`config.mk`:
```
export PLATFORM = sky130hd
export DESIGN_NAME = lift_request_ctrl
export DESIGN_NICKNAME = d
export VERILOG_FILES = /design/src/rtl/lift_request_ctrl.sv
export SDC_FILE = /design/constraint.sdc
export NUM_CORES = 1
export LEC_CHECK = 0
export CELL_PAD_IN_SITES_DETAIL_PLACEMENT = 1
export CELL_PAD_IN_SITES_GLOBAL_PLACEMENT = 2
export CORE_AREA = 2 2 72 81
export DETAILED_ROUTE_END_ITERATION = 7
export DIE_AREA = 0 0 74 83
export PLACE_DENSITY_LB_ADDON = 0.15
export SYNTH_ARGS = -nofsm -noshare
export SYNTH_HDL_FRONTEND = slang
export SYNTH_SLANG_ARGS = --single-unit
export TNS_END_PERCENT = 30
```
`constraint.sdc`:
```
create_clock -name clk -period 2 [get_ports clk]
set_input_delay 0.6 -clock clk [delete_from_list [all_inputs] [get_ports clk]]
set_output_delay 0.6 -clock clk [all_outputs]
set_load 0.02 [all_outputs]
```
`src/rtl/lift_request_ctrl.sv`:
```
// Call latching and SCAN direction control for a single-car lift.
// Move/door commands are Moore outputs registered from the next state; the datapath owns the floor.
module lift_request_ctrl #(
  parameter int NFLOORS      = 6,
  parameter int HOLD_CYCLES  = 4,
  parameter int CLOSE_CYCLES = 2
) (
  input  logic               clk,
  input  logic               rst_n,
  input  logic [NFLOORS-1:0] req,
  input  logic [NFLOORS-1:0] Sensor,
  input  logic               Passenger_in,
  output logic               MoveUp,
  output logic               MoveDown,
  output logic               OpenDoor,
  output logic               CloseDoor,
  output logic               stop,
  output logic [NFLOORS-1:0] pending,
  output logic               fault
);

  localparam int CNT_MAX = (HOLD_CYCLES > CLOSE_CYCLES) ? HOLD_CYCLES : CLOSE_CYCLES;
  localparam int CW      = $clog2(CNT_MAX) + 1;
  localparam logic [CW-1:0]      CNT_ONE   = CW'(1);
  localparam logic [CW-1:0]      HOLD_LD   = CW'(HOLD_CYCLES - 1);
  localparam logic [CW-1:0]      CLOSE_LD  = CW'(CLOSE_CYCLES - 1);
  localparam logic [NFLOORS-1:0] FLOOR_ONE = NFLOORS'(1);

  typedef enum logic [2:0] {
    IDLE,
    MOVE_UP,
    MOVE_DOWN,
    DOOR_OPEN,
    DOOR_HOLD,
    DOOR_CLOSE
  } state_t;

  typedef enum logic {
    DIR_UP,
    DIR_DN
  } dir_t;

  state_t             state, state_next;
  dir_t               dir, dir_next;
  logic [CW-1:0]      hold_cnt, hold_cnt_next;
  logic [CW-1:0]      close_cnt, close_cnt_next;
  logic [NFLOORS-1:0] sensor_q;
  logic [NFLOORS-1:0] above_mask, below_mask;
  logic [NFLOORS-1:0] here, above, below, clr;
  logic               any_here, any_above, any_below;
  logic               moved, at_top, at_bottom;

  // A floor is "above" when some sensor bit sits strictly below it, and vice versa.
  genvar gi;
  generate
    for (gi = 0; gi < NFLOORS; gi++) begin : g_mask
      if (gi == 0) begin : g_bottom
        assign above_mask[gi] = 1'b0;
      end else begin : g_not_bottom
        assign above_mask[gi] = |Sensor[gi-1:0];
      end
      if (gi == NFLOORS - 1) begin : g_top
        assign below_mask[gi] = 1'b0;
      end else begin : g_not_top
        assign below_mask[gi] = |Sensor[NFLOORS-1:gi+1];
      end
    end
  endgenerate

  assign fault     = (Sensor == '0) || ((Sensor & (Sensor - FLOOR_ONE)) != '0);
  assign here      = pending & Sensor;
  assign above     = pending & above_mask;
  assign below     = pending & below_mask;
  assign any_here  = |here;
  assign any_above = |above;
  assign any_below = |below;
  assign moved     = (Sensor != sensor_q);
  assign at_top    = Sensor[NFLOORS-1];
  assign at_bottom = Sensor[0];

  // Calls at the current floor are absorbed from the passenger handshake until the door starts closing.
  assign clr = (((state == DOOR_OPEN) && Passenger_in) || (state == DOOR_HOLD)) ? Sensor : '0;

  always_comb begin
    state_next     = state;
    dir_next       = dir;
    hold_cnt_next  = hold_cnt;
    close_cnt_next = close_cnt;
    case (state)
      IDLE: begin
        if (!fault) begin
          if (any_here) begin
            state_next = DOOR_OPEN;
          end else if (dir == DIR_UP) begin
            if (any_above) begin
              state_next = MOVE_UP;
            end else if (any_below) begin
              state_next = MOVE_DOWN;
              dir_next   = DIR_DN;
            end
          end else begin
            if (any_below) begin
              state_next = MOVE_DOWN;
            end else if (any_above) begin
              state_next = MOVE_UP;
              dir_next   = DIR_UP;
            end
          end
        end
      end
      MOVE_UP: begin
        if (fault || at_top) begin
          state_next = IDLE;
        end else if (moved) begin
          if (any_here) begin
            state_next = DOOR_OPEN;
          end else if (!any_above) begin
            state_next = IDLE;
          end
        end
      end
      MOVE_DOWN: begin
        if (fault || at_bottom) begin
          state_next = IDLE;
        end else if (moved) begin
          if (any_here) begin
            state_next = DOOR_OPEN;
          end else if (!any_below) begin
            state_next = IDLE;
          end
        end
      end
      DOOR_OPEN: begin
        if (Passenger_in) begin
          state_next    = DOOR_HOLD;
          hold_cnt_next = HOLD_LD;
        end
      end
      DOOR_HOLD: begin
        if (hold_cnt == '0) begin
          state_next     = DOOR_CLOSE;
          close_cnt_next = CLOSE_LD;
        end else begin
          hold_cnt_next = hold_cnt - CNT_ONE;
        end
      end
      DOOR_CLOSE: begin
        if (close_cnt == '0) begin
          state_next = IDLE;
        end else begin
          close_cnt_next = close_cnt - CNT_ONE;
        end
      end
      default: state_next = IDLE;
    endcase
  end

  // Commands are decoded from the next state so they are valid in the first cycle of each state.
  always_ff @(posedge clk or negedge rst_n) begin
    if (!rst_n) begin
      state     <= IDLE;
      dir       <= DIR_UP;
      hold_cnt  <= '0;
      close_cnt <= '0;
      sensor_q  <= '0;
      pending   <= '0;
      MoveUp    <= 1'b0;
      MoveDown  <= 1'b0;
      OpenDoor  <= 1'b0;
      CloseDoor <= 1'b0;
      stop      <= 1'b1;
    end else begin
      state     <= state_next;
      dir       <= dir_next;
      hold_cnt  <= hold_cnt_next;
      close_cnt <= close_cnt_next;
      sensor_q  <= Sensor;
      pending   <= (pending | req) & ~clr;
      MoveUp    <= (state_next == MOVE_UP);
      MoveDown  <= (state_next == MOVE_DOWN);
      OpenDoor  <= (state_next == DOOR_OPEN);
      CloseDoor <= (state_next == DOOR_CLOSE);
      stop      <= !((state_next == MOVE_UP) || (state_next == MOVE_DOWN));
    end
  end

endmodule
```
# Word level (Yosys, flattened, before mapping)
# Cells that the tools add are included.
[op_classes]
addsub = 3
multipliers = 0
div_mod_pow = 0
order_cmp = 0
n_eq_ne = 14
n_shift = 0
n_mux = 31
bitwise = 9
reduce_logical = 28
[op_table]
columns = ["operator", "count"]
rows = [
  ["3-bit 2-to-1 mux", 22],
  ["6-bit AND", 4],
  ["3-bit one-hot mux with 6 select lines", 1],
  ["6-bit OR reduction", 3],
  ["3-bit by 2-bit equality test with 1-bit output (second input constant)", 4],
  ["3-bit one-hot mux with 2 select lines", 2],
  ["5-bit OR reduction", 2],
  ["3-bit equality test (second input constant)", 3],
  ["3-bit logical NOT", 3],
  ["3-bit AND reduction", 3],
  ["4-bit OR reduction", 2],
  ["6-bit by 5-bit AND with 6-bit output", 1],
  ["3-bit by 1-bit equality test with 1-bit output (second input constant)", 2],
  ["6-bit logical NOT", 1],
  ["6-bit 2-to-1 mux", 1],
  ["2-bit inequality test (second input constant)", 3],
  ["6-bit inequality test", 1],
  ["6-bit NOT", 1],
  ["6-bit bitwise OR", 1],
  ["6-bit nonzero test", 1],
  ["3-bit OR reduction", 2],
  ["3-bit by 1-bit subtractor with 3-bit output (second input constant)", 2],
  ["6-bit by 1-bit subtractor with 6-bit output (second input constant)", 1],
  ["1-bit logical OR", 5],
  ["7 further kinds", 14],
]
[word_totals]
reg_bits = 27
latch_bits = 0
mem_bits_rw = 0
mem_bits_ro = 0
inputBits = 15
wordCells = 96
mem_count = 0

# Longest topological paths before layout
[logic_depth]
ltp_word = 12
ltp_mapped = 9
ltp_nobuf = 7

# Worst setup path after synthesis
# OpenSTA, ideal clock, no wires.
[synth_path]
path_kind = "input to register"
from = "input port Sensor[0]"
to = "register MoveUp"
setup_time_ns = 0.120
t_arrival_ns = 2.233
path_slack_ns = -0.353
path_stages = 9
path_buffers = 2
cell_sequence = "buf_6 -> or3_4 -> o31ai_4 -> nand2_1 -> o22ai_1 -> a21oi_1 -> or3_1 -> buf_2 -> and2_2"
[synth_between]
elab_chain_len = 10
word_cells_on_any_way = 31
[synth_rtl]
columns = ["item", "line_no", "rtl"]
rows = [
  ["from (decl)", "11", "input logic [NFLOORS-1:0] Sensor,"],
  ["parallel branches: the longest is 8 deep, another holds 6-bit by 1-bit subtractor with 6-bit output", "n/a", ""],
  ["3-bit one-hot mux with 6 select lines *", "89", "case (state)"],
  ["named net state_next[0]", "43", "state_t state, state_next;"],
  ["3-bit by 1-bit equality test with 1-bit output *", "179", "MoveUp <= (state_next == MOVE_UP);"],
  ["to (signal assigned)", "179", ""],
  ["to (decl)", "13", "output logic MoveUp,"],
]
# Mark *: on every way through the listed nets, which the timed path passes.
# A chain may end at the register's enable or synchronous reset.

# Worst setup path in the final report
[layout_path]
from = "input port Sensor[2]"
to = "register OpenDoor"
[layout_between]
elab_chain_len = 10
word_cells_on_any_way = 36
[layout_rtl]
columns = ["item", "line_no", "rtl"]
rows = [
  ["parallel branches: the longest is 8 deep, another holds 6-bit by 1-bit subtractor with 6-bit output", "n/a", ""],
  ["3-bit one-hot mux with 6 select lines *", "89", ""],
  ["3-bit by 2-bit equality test with 1-bit output *", "181", "OpenDoor <= (state_next == DOOR_OPEN);"],
  ["to (signal assigned)", "181", ""],
  ["to (decl)", "15", "output logic OpenDoor,"],
]
# Every way passes the cells marked *.

==> impl_metrics.ini <==
[outcome]
status = finished, violations left
violations = setup timing

[floorplan]
die_w_um = 74
start_util = 0.283
ios = 27
core_sq_um = 5290
die_h_um = 83
die_area_sq_um = 6140
rows = 28

[route]
wl_um = 4470
drt_pass1_iterations = 4
initialDrtViolationCount = 17
drc = 0
antenna_left = 0
wl_per_cell_um = 15.3
vias_per_cell = 4.76
vias = 1394

[hold_path]
hold_class = primary input to flip-flop

[sta]
rsz0062_at_grt = yes
min_period_over_period = 1.10
setup_violations = 7
worst_pin_slew_ns = 0.367
whs_ns = 0.455
setup_tns_ns = -1.07
drv_slew = 0
worst_slack_ns = -0.209
max-slew-margin-rel = 0.755
hold_violations = 0
fin_worst_skew_ns = 0.00634
finalCriticalPeriod_ns = 2.21
max_freq_mhz = 453

[global_routing]
grt-ovfl-total = 0
grt_max_degree = 28
first_global_vias = 1563
grt_pass1_wl_um = 7650
track_usage = 0.158
antenna_found_initial = 0

[layout]
final_nets = 238
fin_area_sq_um = 2320
drive_above_1_share = 0.344
diodes = 0
final_cell_mix = 35 x buf_4, 26 x dfrtp_1, 18 x nor2_1
finalNonFillerCells = 293
area_growth_syn_to_layout_pct = 54.6
final_common_cell = buf_4
fillerInstances = 603

[clocking]
clkTransAtPathRegs_ns = 0.10
cts.path.max_buffers = 2
cts_sinks = 27
cts_tree = built
cts_hold_buf = 0
clk_latency_ns = 0.28
clock_tree.root_cell = clkbuf_8
cts_made_buffers = 3
cts_max_level = 1

[power]
switching_power_uw = 429
pwr_density_cell_nw_per_um2 = 594
seq_power_share = 0.474
ir_drop_mv = 0.254
p_sw_frac = 0.312
leakage_uw = 0.000972
finalPower_uw = 1380
comb_power_share = 0.291
power.share.clock = 0.236
internal_power_uw = 947

[placed_design]
dpl.hpwl_um = 3330
dpl-instance-area_sq_um = 2040
port_buffers = 26
place.gp.congestion = 0.776
dpl.cell_count = 281

[setup_path]
cp.required_ns = 2.18
slowest_delay_ns = 0.44
cp_slowest_cell = or3_4
worstPathMaxFanout = 7
path_delay_family = simple AND/OR/NAND/NOR gates
cpMostUsedCell = or3_4
worstSetupStartpointType = primary input
path_class = primary input to flip-flop
path_cells = buf_12 -> buf_6 -> or3_4 -> o31ai_4 -> and2_4 -> a31oi_1 -> or3_4 -> and2_1
path_buf_inv = 2
end_kind = flip-flop
worst-endpoint-arrival_ns = 2.39

[synthesis]
ys_seq_area_frac = 0.452
ys_seq_elements = 27
syn_area_sq_um = 1500
synthesis.nets = 175
avgSynthCellArea_sq_um = 9.60
synth_warnings = 0
synth_edf_count = 0
synthDistinctLibCells = 46
synth_ff_type = dfrtp_1
synthCells = 156
postSynth.asyncResetShare = 1.00

[job]
max-cap-violations = 0
## flip-flops by register name (all words and copies together), names as in the netlist, 3 cells and up
name       cells
close_cnt      3
hold_cnt       3
pending        6
state          3
sensor_q       6
## power by group through the flow
stage	clock [uW]	sequential, uW	combinational, uW
after global placement	0	660	341
after floorplan	0	675	186
after global routing	356	662	453
after detailed placement	0	664	372
after CTS	337	654	406
final	324	652	400
## layer usage
metal  GRT usage  part of all wire  vias to the layer above
met5           0                 0                        -
met4      0.0364            0.0054                        0
met3      0.0218             0.027                        2
met2       0.298              0.57                       20
met1       0.180              0.40                      696
li1            -                 -                      676
## cells in the mapped netlist (2+ instances only)
cell / count / area [sq um]
nand2b_1: 4 / 25.0
mux2i_1: 2 / 20.0
xnor2_1: 2 / 17.5
nor3_1: 5 / 25.0
buf_2: 4 / 20.0
buf_6: 2 / 22.5
nand2_1: 7 / 26.3
a21oi_1: 14 / 70.1
dfrtp_1: 26 / 651
nand3_1: 3 / 15.0
o22ai_1: 2 / 12.5
a22oi_1: 4 / 30.0
and3_1: 2 / 12.5
nor4_1: 2 / 12.5
xor2_1: 6 / 52.6
inv_1: 6 / 22.5
nand3b_1: 2 / 15.0
o21ai_0: 6 / 30.0
and2_2: 2 / 15.0
ha_1: 4 / 50.1
a31oi_1: 2 / 12.5
o211ai_1: 2 / 15.0
nor2_1: 18 / 67.6
nor4b_1: 5 / 43.8
nor2b_1: 3 / 18.8
## stage by stage
step | setup WS, ns | util
finish | -0.209 | 0.438
detailed placement | -1.19 | 0.385
global route | -0.275 | 0.438
CTS | -0.182 | 0.433
floorplan | -0.345 | -
global placement | -1.09 | 0.385
## worst register-to-register path: cells and delay by family (launching register included)
kind	cells	cell delay, ns
AND/OR/NAND/NOR	5	1.01
AO/OA/AOI/OAI	2	0.42
flip-flops	1	0.41
buffers and inverters	1	0.16
## cell families after synthesis
logic type      after synthesis  synth area share
simple gates                 60             0.221
compound gates               41             0.181
flops                        27             0.452
buf+inv                      14            0.0518
xor+xnor                      8            0.0468
fa+ha+maj                     4            0.0334
mux                           2            0.0134
## area by class of cell
cell class                 instances  area, sq um  area share
timing repair buffer              66          589       0.254
sequential                        27          677       0.292
multi-input combinational        115          887       0.383
inverter                           6         22.5     0.00972
clock buffer                       3         41.3      0.0178
tap                               75         93.8      0.0405
clock inverter                     1         5.00     0.00216
## repair_timing
| item | CTS | global route |
|---|---|---|
| gates resized for setup | 73 | 7 |
| setup buffers | 8 | 0 |
| endpoints found under the setup margin | 9 | 11 |
| pin swaps | 20 | 2 |
## final timing paths
kind | from | to | slack [ns] | cells past startpoint
worst max-delay path | Sensor[2] | OpenDoor | -0.21 | 8
worst min-delay path | Sensor[2] | sensor_q[2] | 0.46 | 1
worst max register to register | state[2] | MoveUp | -0.08 | 8
worst min register to register | hold_cnt[0] | hold_cnt[0] | 0.48 | 1
max in group asynchronous | rst_n | stop | 1.00 | 2
min in group asynchronous | rst_n | state[1] | 0.70 | 2
Power figures use the tool's default switching activity.
